[src/rtl/calc_pkg.sv]
// Shared types for the sequential calculator: opcodes, FSM states and
// the width of the iteration counter used by the multiply/divide unit.
package calc_pkg;

    typedef enum logic [3:0] {
        OP_ADD = 4'd0,
        OP_SUB = 4'd1,
        OP_MUL = 4'd2,
        OP_DIV = 4'd3,
        OP_MOD = 4'd4,
        OP_AND = 4'd5,
        OP_OR  = 4'd6,
        OP_XOR = 4'd7,
        OP_SHL = 4'd8,
        OP_SHR = 4'd9
    } op_e;

    typedef enum logic [1:0] {
        S_IDLE = 2'd0,
        S_CALC = 2'd1,
        S_DONE = 2'd2
    } state_e;

    // Enough bits to count from 0 up to and including n iterations.
    function automatic int cnt_width(input int n);
        return $clog2(n + 1);
    endfunction

endpackage

[src/rtl/seq_muldiv.sv]
// Shared iterative datapath: shift-add multiply and restoring divide.
// The first iteration is performed on the load edge itself, so after
// 'go' the unit needs N-1 more edges and then raises 'fin' while the
// final product / quotient+remainder sit in hi/lo.
module seq_muldiv
    import calc_pkg::*;
#(
    parameter int N = 4
)
(
    input  logic         clk,
    input  logic         rst_n,
    input  logic         go,
    input  logic         is_div,
    input  logic [N-1:0] a,
    input  logic [N-1:0] b,
    output logic [N-1:0] lo,
    output logic [N-1:0] hi,
    output logic         fin
);

    localparam int CW = cnt_width(N);

    logic [N-1:0]  acc;
    logic [N-1:0]  q;
    logic [N-1:0]  m;
    logic [CW-1:0] cnt;
    logic          running;
    logic          div_r;

    logic [N-1:0]  cur_acc;
    logic [N-1:0]  cur_q;
    logic [N-1:0]  cur_m;
    logic          div_mode;
    logic [N:0]    shifted;
    logic [N:0]    trial;
    logic [N:0]    sum;
    logic [N-1:0]  nxt_acc;
    logic [N-1:0]  nxt_q;

    assign lo  = q;
    assign hi  = acc;
    assign fin = running && (cnt == CW'(N));

    // One multiply or divide iteration, fed from the operands on the load edge.
    always_comb begin
        cur_acc  = go ? '0 : acc;
        cur_q    = go ? a : q;
        cur_m    = go ? b : m;
        div_mode = go ? is_div : div_r;
        shifted  = {cur_acc, cur_q[N-1]};
        trial    = shifted - {1'b0, cur_m};
        sum      = {1'b0, cur_acc} + (cur_q[0] ? {1'b0, cur_m} : '0);
        if (div_mode) begin
            nxt_acc = trial[N] ? shifted[N-1:0] : trial[N-1:0];
            nxt_q   = {cur_q[N-2:0], ~trial[N]};
        end else begin
            nxt_acc = sum[N:1];
            nxt_q   = {sum[0], cur_q[N-1:1]};
        end
    end

    // Accumulator, shift register and step counter; hold once all N steps are done.
    always_ff @(posedge clk or negedge rst_n) begin
        if (!rst_n) begin
            acc     <= '0;
            q       <= '0;
            m       <= '0;
            cnt     <= '0;
            running <= 1'b0;
            div_r   <= 1'b0;
        end else if (go) begin
            acc     <= nxt_acc;
            q       <= nxt_q;
            m       <= b;
            div_r   <= is_div;
            cnt     <= CW'(1);
            running <= 1'b1;
        end else if (running) begin
            if (fin) begin
                running <= 1'b0;
            end else begin
                acc <= nxt_acc;
                q   <= nxt_q;
                cnt <= cnt + CW'(1);
            end
        end
    end

endmodule

[src/rtl/seq_calc_alu.sv]
// Clocked calculator with a start/done handshake. Simple ops finish in
// one cycle; MUL and DIV/MOD with a nonzero divisor run through the
// shared iterative unit. Results and flags are held until the next
// accepted operation completes.
module seq_calc_alu
    import calc_pkg::*;
#(
    parameter int N = 4
)
(
    input  logic         clk,
    input  logic         rst_n,
    input  logic         start,
    input  logic [3:0]   op,
    input  logic [N-1:0] a,
    input  logic [N-1:0] b,
    output logic [N-1:0] result,
    output logic [N-1:0] result_hi,
    output logic         busy,
    output logic         done,
    output logic         flag_z,
    output logic         flag_n,
    output logic         flag_c,
    output logic         flag_v,
    output logic         error_div,
    output logic         error_mod
);

    state_e       state;
    state_e       state_nxt;
    op_e          op_in;
    op_e          op_r;
    logic         accept;
    logic         is_iter;
    logic         go;
    logic         load;
    logic         md_fin;
    logic [N-1:0] md_lo;
    logic [N-1:0] md_hi;
    logic [N:0]   wide;
    logic [N-1:0] nxt_lo;
    logic [N-1:0] nxt_hi;
    logic         nxt_c;
    logic         nxt_v;
    logic         nxt_ediv;
    logic         nxt_emod;

    assign op_in = op_e'(op);

    seq_muldiv #(.N(N)) u_muldiv (
        .clk    (clk),
        .rst_n  (rst_n),
        .go     (go),
        .is_div (op_in != OP_MUL),
        .a      (a),
        .b      (b),
        .lo     (md_lo),
        .hi     (md_hi),
        .fin    (md_fin)
    );

    // State register; reset aborts any operation in flight.
    always_ff @(posedge clk or negedge rst_n) begin
        if (!rst_n) begin
            state <= S_IDLE;
        end else begin
            state <= state_nxt;
        end
    end

    // Next state: a start in IDLE or DONE is taken, CALC waits for the iterative unit.
    always_comb begin
        state_nxt = state;
        case (state)
            S_IDLE, S_DONE: begin
                if (accept) begin
                    state_nxt = is_iter ? S_CALC : S_DONE;
                end else begin
                    state_nxt = S_IDLE;
                end
            end
            S_CALC: begin
                if (md_fin) begin
                    state_nxt = S_DONE;
                end
            end
            default: state_nxt = S_IDLE;
        endcase
    end

    // Handshake outputs and the strobes that start the iterative unit or load results.
    always_comb begin
        is_iter = (op_in == OP_MUL) ||
                  (((op_in == OP_DIV) || (op_in == OP_MOD)) && (b != '0));
        accept  = start && (state != S_CALC);
        busy    = (state == S_CALC);
        done    = (state == S_DONE);
        go      = accept && is_iter;
        load    = (accept && !is_iter) || ((state == S_CALC) && md_fin);
    end

    // Candidate result: iterative unit while calculating, otherwise the single-cycle ALU.
    always_comb begin
        wide     = '0;
        nxt_lo   = '0;
        nxt_hi   = '0;
        nxt_c    = 1'b0;
        nxt_v    = 1'b0;
        nxt_ediv = 1'b0;
        nxt_emod = 1'b0;
        if (state == S_CALC) begin
            case (op_r)
                OP_MUL: begin
                    nxt_lo = md_lo;
                    nxt_hi = md_hi;
                    nxt_c  = (md_hi != '0);
                end
                OP_DIV: begin
                    nxt_lo = md_lo;
                    nxt_hi = md_hi;
                end
                OP_MOD: begin
                    nxt_lo = md_hi;
                    nxt_hi = md_lo;
                end
                default: ;
            endcase
        end else begin
            case (op_in)
                OP_ADD: begin
                    wide   = {1'b0, a} + {1'b0, b};
                    nxt_lo = wide[N-1:0];
                    nxt_c  = wide[N];
                    nxt_v  = (a[N-1] == b[N-1]) && (wide[N-1] != a[N-1]);
                end
                OP_SUB: begin
                    wide   = {1'b0, a} + {1'b0, ~b} + {{N{1'b0}}, 1'b1};
                    nxt_lo = wide[N-1:0];
                    nxt_c  = wide[N];
                    nxt_v  = (a[N-1] != b[N-1]) && (wide[N-1] != a[N-1]);
                end
                OP_AND: nxt_lo = a & b;
                OP_OR:  nxt_lo = a | b;
                OP_XOR: nxt_lo = a ^ b;
                OP_SHL: nxt_lo = (32'(b) >= 32'(N)) ? '0 : (a << b);
                OP_SHR: nxt_lo = (32'(b) >= 32'(N)) ? '0 : (a >> b);
                OP_DIV: begin
                    nxt_lo   = '1;
                    nxt_hi   = a;
                    nxt_ediv = 1'b1;
                end
                OP_MOD: begin
                    nxt_lo   = a;
                    nxt_hi   = '1;
                    nxt_emod = 1'b1;
                end
                default: ;
            endcase
        end
    end

    // Latched opcode and the registered result/flag outputs.
    always_ff @(posedge clk or negedge rst_n) begin
        if (!rst_n) begin
            op_r      <= OP_ADD;
            result    <= '0;
            result_hi <= '0;
            flag_z    <= 1'b0;
            flag_n    <= 1'b0;
            flag_c    <= 1'b0;
            flag_v    <= 1'b0;
            error_div <= 1'b0;
            error_mod <= 1'b0;
        end else begin
            if (accept) begin
                op_r <= op_in;
            end
            if (load) begin
                result    <= nxt_lo;
                result_hi <= nxt_hi;
                flag_z    <= (nxt_lo == '0);
                flag_n    <= nxt_lo[N-1];
                flag_c    <= nxt_c;
                flag_v    <= nxt_v;
                error_div <= nxt_ediv;
                error_mod <= nxt_emod;
            end
        end
    end

endmodule
[config.mk]
export PLATFORM = sky130hd
export DESIGN_NAME = seq_calc_alu
export DESIGN_NICKNAME = d
export VERILOG_FILES = /design/src/rtl/calc_pkg.sv /design/src/rtl/seq_muldiv.sv /design/src/rtl/seq_calc_alu.sv
export SDC_FILE = /design/constraint.sdc
export NUM_CORES = 1
export LEC_CHECK = 0
export ABC_CLOCK_PERIOD_IN_PS = 7500
export CAP_MARGIN = 5
export CORE_ASPECT_RATIO = 1.2
export CORE_MARGIN = 1
export CORE_UTILIZATION = 30
export DETAILED_ROUTE_END_ITERATION = 8
export SLEW_MARGIN = 10
export SYNTH_ARGS = -nofsm -noshare
export SYNTH_HDL_FRONTEND = slang
export SYNTH_SLANG_ARGS = --single-unit
export TNS_END_PERCENT = 10
[constraint.sdc]
create_clock -name clk -period 7.5 [get_ports clk]
set_clock_uncertainty 0.1 [all_clocks]
set_input_delay 1.875 -clock clk [delete_from_list [all_inputs] [get_ports clk]]
set_output_delay 1.875 -clock clk [all_outputs]
set_load 0.005 [all_outputs]
==> results of run 1 <==
worst max-delay path by stage:
stage          start                         end
2_1_floorplan   b[1]  u_muldiv.hi[0]$_DFFE_PN0P_
3_3_place_gp    b[0]  u_muldiv.hi[0]$_DFFE_PN0P_
3_5_place_dp    b[0]  u_muldiv.hi[0]$_DFFE_PN0P_
4_1_cts         b[0]  u_muldiv.hi[0]$_DFFE_PN0P_
5_1_grt         b[0]  u_muldiv.hi[0]$_DFFE_PN0P_
6_report        b[0]  u_muldiv.hi[0]$_DFFE_PN0P_
layout make-up:
cell class	instances	area (µm²)
clock buffers	6	128.9
clock inverters	2	35.03
fillers	1091	6773
inverters	37	138.9
multi-input cells	288	2156
flip-flops and latches	36	900.9
well taps	129	161.4
repair buffers	34	325.3
cells by family (layout without fill, tap and decap cells):
kind of cell | Yosys count | after routing | synth area share, %
adders and majority gates | 26 | 26 | 10.43
DFF | 36 | 36 | 27.21
muxes | 19 | 19 | 6.765
xor gates and xnor gates | 10 | 10 | 2.646
and+or+nand+nor | 107 | 107 | 18.25
buffers and inverters | 58 | 79 | 7.672
AOI/OAI and AO/OA | 126 | 126 | 27.02
state kept, by name, indices dropped and copies added, names as in the netlist:
| register | flops |
|---|---|
| state | 2 |
| error_mod | 1 |
| error_div | 1 |
| flag_z | 1 |
| flag_v | 1 |
| u_muldiv.hi | 4 |
| op_r | 4 |
| u_muldiv.running | 1 |
| result_hi | 4 |
| u_muldiv.m | 4 |
| u_muldiv.div_r | 1 |
| result | 4 |
| flag_c | 1 |
| u_muldiv.lo | 4 |
| u_muldiv.cnt | 3 |
report_power, final:
group          total [mW]  leakage (nW)  internal, mW  switching (mW)
Sequential          0.325         0.438         0.258          0.0669
Clock               0.236        0.0808         0.156          0.0802
Combinational       0.594          1.10         0.271           0.323
Total                1.15          1.62         0.685           0.470
worst max-delay path: stages:
cell and delay [ns]:
sky130_fd_sc_hd__clkdlybuf4s50_1 0.83, sky130_fd_sc_hd__nor4_4 0.16, sky130_fd_sc_hd__o21ai_2 0.38, sky130_fd_sc_hd__nand3_1 0.51, sky130_fd_sc_hd__o21ai_0 0.50, sky130_fd_sc_hd__ha_1 0.26, sky130_fd_sc_hd__inv_1 0.06, sky130_fd_sc_hd__ha_1 0.20
sky130_fd_sc_hd__a21o_1 0.16, sky130_fd_sc_hd__a21oi_1 0.25, sky130_fd_sc_hd__o221ai_1 0.23, sky130_fd_sc_hd__xnor2_1 0.42, sky130_fd_sc_hd__nor3_1 0.09, sky130_fd_sc_hd__o32a_1 0.35
layout by cell type, fill, tap and decap left out, types with 3 or more instances in the layout:
cell	Yosys	layout
sky130_fd_sc_hd__dfrtp_1	36	36
sky130_fd_sc_hd__inv_1	35	35
sky130_fd_sc_hd__clkdlybuf4s50_1	0	29
sky130_fd_sc_hd__a21oi_1	27	27
sky130_fd_sc_hd__nor2_1	24	24
sky130_fd_sc_hd__ha_1	22	22
sky130_fd_sc_hd__o21ai_0	20	20
sky130_fd_sc_hd__nand2_1	18	18
sky130_fd_sc_hd__nor3_1	12	12
sky130_fd_sc_hd__nand2b_1	11	11
sky130_fd_sc_hd__mux2i_1	10	10
sky130_fd_sc_hd__a22oi_1	9	9
sky130_fd_sc_hd__a211oi_1	8	8
sky130_fd_sc_hd__xnor2_1	7	7
sky130_fd_sc_hd__a21o_1	7	7
sky130_fd_sc_hd__o21a_1	7	7
sky130_fd_sc_hd__o221ai_1	7	7
sky130_fd_sc_hd__mux2_2	6	6
sky130_fd_sc_hd__nand3_1	5	5
sky130_fd_sc_hd__nor2b_1	5	5
sky130_fd_sc_hd__clkbuf_16	0	5
sky130_fd_sc_hd__nand3b_1	4	4
sky130_fd_sc_hd__o22ai_1	4	4
sky130_fd_sc_hd__buf_4	2	4
sky130_fd_sc_hd__o21ai_2	3	3
sky130_fd_sc_hd__or2_2	3	3
sky130_fd_sc_hd__and3_1	3	3
sky130_fd_sc_hd__o21bai_1	3	3
sky130_fd_sc_hd__xor2_1	3	3
sky130_fd_sc_hd__a2111oi_0	3	3
sky130_fd_sc_hd__a31oi_1	3	3
sky130_fd_sc_hd__o211ai_1	3	3
sky130_fd_sc_hd__o21ai_1	3	3
sky130_fd_sc_hd__fa_1	3	3
layer usage:
layer | track usage, % | vias to the layer above | share of wire [%]
met1 | 20.58 | 1427 | 43
met3 | 3.029 | 20 | 3.9
met5 | 0 | - | 0
met4 | 8.283 | 0 | 3.8
li1 | - | 1427 | -
met2 | 30.42 | 74 | 49
metrics by stage:
step	hold slack [ns]	std cells	util, %	power [mW]
2_1_floorplan	0.3413	382	-	0.7325
3_3_place_gp	0.3587	524	34.68	0.9065
3_5_place_dp	0.3773	524	34.68	0.9205
4_1_cts	0.3926	532	36.22	1.163
5_1_grt	0.4273	532	36.22	1.248
6_report	0.3912	532	36.22	1.155
==> results.txt, run 1 <==
* Cell area after placement: 3682 µm²
- Power density cells: 300.3 nW/µm²
* Startpoint of the worst register-to-register path: state[0]$_DFFE_PN0P_
- The synthesized netlist occupies a cell area of 3311 µm².
- In the synthesized netlist, the number of instances is 382.
- In the final timing run, aggregate negative setup slack is 0 ns.
- Port Buffers: 30
- 31 I/O pins were placed.
- Commonest register cell after synthesis: sky130_fd_sc_hd__dfrtp_1
- The number of global-route vias before repair came to 3009.
- The tool flagged a number of max-cap violations equal to 0.
- Of all nets on the critical path, the largest fanout is 14.
* Worst skew pair latency: 0.28 ns
- Detailed placement HPWL: 7122 µm
- Proportion of synthesized chip area in sequential cells: 27.21%
- Global routing finished with a remaining overflow of 0.
* CTS-repair resized insts: 0
* Failing checks: design-rule violations
* Hold path depth: 2
* Maximum clock frequency: 161.1 MHz
* Syn_area_per_cell: 8.667 µm²
- Initial antenna violation count: 0
* Maximum vdd drop: 0.0001315 V
* Run status: finished, violations left
* Final hold violations: 0
- Setup slack on the worst reg-to-reg path comes out at 3.05 ns.
* Slew headroom: 40.14%
- H-tree depth: 2
- Actual slew at the worst max-slew pin: 0.8899 ns
* Library cell with the largest summed area after synthesis: sky130_fd_sc_hd__dfrtp_1
- Summed over all layers, the routed wires come to 9219 µm.
* Maximum number of pins on one net before global-route repair: 37
- Row Count: 41
- When the netlist entered floorplanning its net count stood at 422.
- Drt first-iter violations: 142
- Type of element launching the critical path: primary input
* RePlAce Congestion: 0.9133
- Vias/cell: 5.541
- Number of clock sinks: 36
- In the final routed layout, each cell accounts on average for 17.33 µm.
- Most instantiated library cell after synthesis: sky130_fd_sc_hd__dfrtp_1
- The floorplan step defined a core boundary enclosing 10620 µm².
- Layout cell share with drive strength beyond 1: 9.429%
- Overall fraction of global-route tracks in use: 17.28%
- Time the worst path needs with I/O delays and setup: 6.207 ns
- TritonCTS built the clock tree.
- Worst slack at placement: 1.041 ns
- Reg-to-Reg End: u_muldiv.hi[0]$_DFFE_PN0P_
- From synthesis to final layout, the design area changed by 16.18%.
- Height of the die: 117.1 µm
- Counting cells, the worst reg-to-reg path comes to 14.
- The number of hold buffers added after CTS was 0.
* Async set-or-reset flop fraction in the synthesized netlist: 100.0%
- Data arrives at the worst endpoint at 6.27 ns.
- Setup repair after global routing left no endpoint under its margin.
- The final count of pins violating max slew is 0.
- Class of the tightest hold or removal check: flop to flop
- Worst setup path category: primary input to flop
- CTS Root Cell: sky130_fd_sc_hd__clkbuf_16
- Clock tree synthesis inserted a total of 5 buffers.
* Period utilization: 82.76%
- Setup violations remaining at the end of the flow were counted as 0.
- Clk buf depth: 2
- In this run the remaining antenna-violating nets after routing total 0.
- The commonest cells after synthesis are 36 x sky130_fd_sc_hd__dfrtp_1, 35 x sky130_fd_sc_hd__inv_1, 27 x sky130_fd_sc_hd__a21oi_1, 24 x sky130_fd_sc_hd__nor2_1, 22 x sky130_fd_sc_hd__ha_1.
- Hold Crit Start: op_r[3]$_DFFE_PN0P_
* Leakage Power: 1.616 nW
- Summed over its instances, the top area cell type makes up 27.21% of the synthesized netlist area.
- The die is 97.90 µm wide.
- Before antenna repair, the detailed router went through 6 iterations.
* Initial core utilization: 31.18%
- Number of synthesized flops with an enable pin: 0
- The repair_antennas step left the layout with diodes totalling 0.
* Net total in the final layout: 442
* Global-route wire length before repair: 15510 µm
* Count of warnings emitted by yosys: 0
- The number of setup buffers added after CTS is 0.
- The synthesized design contains 36 register bits.
- Non-Filler Cell Area, Final: 3846 µm²
- The final route contains 2948 vias.
- STA puts the critical path data required time at 7.57 ns.
- Endpoint kind of the worst setup timing path: flop
* Detailed-route DRC error count: 3
- WHS Endpoint: op_r[3]$_DFFE_PN0P_
* Floorplan die area: 11460 µm²
- The number of different library cells used by synthesis comes to 71.
- Synth top area cells: sky130_fd_sc_hd__dfrtp_1 27%, sky130_fd_sc_hd__ha_1 8.3%, sky130_fd_sc_hd__a21oi_1 4.1%
* Setup ws final: 1.293 ns
- Clock-pin slew was measured on the worst setup and hold paths at 0.06 ns.
(Power assumes the default switching activity.)
==> inputs of run 2 (changes only) <==
Settings changed: ABC_CLOCK_PERIOD_IN_PS 7500 to 5900.
Clock period 7.5 ns to 5.9 ns, I/O delays scaled along.
==> run 2 against run 1 <==
- the run still ends with design-rule violations left
- routed wire length increased by 5.0%
- largest cell class unchanged
- clock power increased by 27%
- core utilization increased by 0.49 points
- setup slack got worse by 0.65 ns
- register-to-register slack got worse by 1.2 ns
- largest power group unchanged
- critical path type unchanged
==> results.txt, run 2 (same netlist as run 1, synthesis figures left out) <==
- Delay-heaviest family, CP: compound AO/OA/AOI/OAI gates
- The detail route stage leaves a number of antenna-violating nets equal to 0.
- Commonest non-fill, non-tap cell in the layout: sky130_fd_sc_hd__dfrtp_1
- Summed over all layers, the global routing overflow is 0.
- Data on the critical path is required at its endpoint by 5.96 ns.
- TritonCTS built the clock tree.
- After detailed placement, the total cell area comes to 3735 µm².
* Total vias in the final route: 3033
- RePlAce Congestion: 0.9416
* Net total in the final layout: 449
- Detailed-route DRC error count: 3
* Most used cells in the layout excluding fill and tap cells: 36 x sky130_fd_sc_hd__dfrtp_1, 35 x sky130_fd_sc_hd__inv_1, 29 x sky130_fd_sc_hd__clkdlybuf4s50_1, 27 x sky130_fd_sc_hd__a21oi_1, 24 x sky130_fd_sc_hd__nor2_1
- In this run, CTS created clock tree buffers numbering 5.
- Met1 usage in global routing: 20.26%
* Global-route wire length before repair: 15630 µm
- Floorplan die area: 11460 µm²
* Max stage delay on crit path: 0.64 ns
* Wire length reported by the detailed router: 9681 µm
* Clk buf depth: 2
* Setup total negative slack: 0 ns
- Cells along the critical path: clkdlybuf4s50_1 > nor4_4 > o21ai_2 > nand3_1 > buf_4 > nor2_1 > a21oi_1 > mux2_2 > ha_1 > a21o_1 > a21oi_1 > o221ai_1 > xnor2_1 > nor3_1 > o32a_1
- The number of antenna diodes in the final layout is 0.
- The final reports fail on design-rule violations.
- Initial core utilization: 31.18%
- For this run, global-route usage on met2 was measured as 32.30%.
* Setup ws final: 0.6393 ns
* Worst skew pair latency: 0.28 ns
- The flow ran to the end, but the final reports show violations.
- The first TritonRoute pass finished after 9 iterations.
- The number of global-route vias before repair was 3071.
- Placeable core area: 10620 µm²
- Final hold violations: 0
* Worst slack at placement: 0.4239 ns
- Dividing the detail-routed wire length by the instance count gives 17.96 µm.
* DIE WIDTH: 97.90 µm
- Drt first-iter violations: 135
- Global routing used 17.53% of the available tracks.
- In this run the worst path has a maximum fanout of 8.
* Met3 track demand over resource: 2.257%
- The critical path is of the primary input to flop type.
- # IOs: 31
- Most common cell on crit path: sky130_fd_sc_hd__a21oi_1
- Type of element launching the critical path: primary input
* Slew headroom: 27.57%
- Buffers & Inverters on Critical Path: 2
- Final-report setup violation count: 0
* Port Buffers: 30
- Worst EP arrival: 5.32 ns
- Power density cells: 378.9 nW/µm²
* CTS Root Cell: sky130_fd_sc_hd__clkbuf_16
- Layout cell share with drive strength beyond 1: 10.98%
- Number of clock sinks: 36
- Post-CTS repair changed the size of 0 cells.
* Height of the die: 117.1 µm
- STA classifies the critical path endpoint as a flop.
- After layout, the worst path uses 89.16% of the clock period.
* Initial antenna violation count: 0
* Syn-to-layout area delta: 17.76%
* Leakage Power: 1.650 nW
* Setup repair after global routing missed its margin: false
- After detailed placement, the design holds a cell count of 531.
- The slowest stage of the critical path belongs to the cell sky130_fd_sc_hd__clkdlybuf4s50_1.
- Maximum vdd drop: 0.0001265 V
- The final count of pins violating max slew is 0.
* Maximum clock frequency: 190.1 MHz
- The number of setup buffers added after CTS is 0.
- At the pin with the least slew margin, the transition time is 1.080 ns.
- Vias/cell: 5.627
* Row Count: 41
* Maximum number of pins on one net before global-route repair: 37
- The clock tree synthesis step divided the H-tree into 2 levels.
* Class of the tightest hold or removal check: flop to flop
* Number of max-capacitance violations reported: 0
* Non-Filler Cell Area, Final: 3899 µm²
- Detailed placement HPWL: 7407 µm
* Global-route layer with the greatest usage: met2
* Hold bufs inserted after CTS: 0
- Clock-pin slew reported for the worst setup and hold paths after clock tree synthesis: 0.06 ns
* Post-Layout Cell Count: 539
- Time the worst path needs with I/O delays and setup: 5.261 ns
==> run 2: cell types whose count changed in the layout (fill, tap and decap cells not counted), sizes merged <==
| cell | change |
|---|---|
| buf | +7 |
==> run 2: cell type report <==
| class | instances | area [µm²] |
|---|---|---|
| Fill cell | 1081 | 6720 |
| Multi-Input combinational cell | 288 | 2156 |
| Sequential cell | 36 | 900.9 |
| Timing Repair Buffer | 41 | 377.9 |
| Tap cell | 129 | 161.4 |
| Inverter | 37 | 138.9 |
| Clock buffer | 6 | 128.9 |
| Clock inverter | 2 | 35.03 |
==> run 2: path summary, 6_finish.rpt <==
kind	to	cells after the start	start	slack [ns]
setup / recovery	u_muldiv.hi[0]$_DFFE_PN0P_	15	b[3]	0.64
hold / removal	result[0]$_DFFE_PN0P_	1	result[0]$_DFFE_PN0P_	0.39
setup reg to reg	u_muldiv.hi[0]$_DFFE_PN0P_	15	state[0]$_DFFE_PN0P_	1.89
hold reg to reg	result[0]$_DFFE_PN0P_	1	result[0]$_DFFE_PN0P_	0.39
max in group asynchronous	u_muldiv.cnt[2]$_DFFE_PN0P_	1	rst_n	3.98
min in group asynchronous	error_mod$_DFFE_PN0P_	1	rst_n	1.19
==> run 2: metrics by stage <==
| stage | util [%] | hold slack (ns) | total power, mW |
|---|---|---|---|
| CTS | 36.71 | 0.4010 | 1.481 |
| detailed placement | 35.17 | 0.3878 | 1.175 |
| global placement | 35.17 | 0.3611 | 1.168 |
| floorplan | - | 0.3413 | 0.9312 |
| finish | 36.71 | 0.3914 | 1.477 |
| global route | 36.71 | 0.4231 | 1.585 |
==> run 2: report_power, final <==
part	switching (mW)	leakage, nW	internal (mW)
logic	0.417	1.13	0.350
clock network	0.101	0.0808	0.199
registers	0.0839	0.438	0.327
total	0.602	1.65	0.876
==> run 2: routing by layer <==
layer / routed length [µm] / share of wire (%)
met1: 3997 / 41
met2: 4997 / 52
met3: 417 / 4.3
met4: 269 / 2.8
met5: 0 / 0
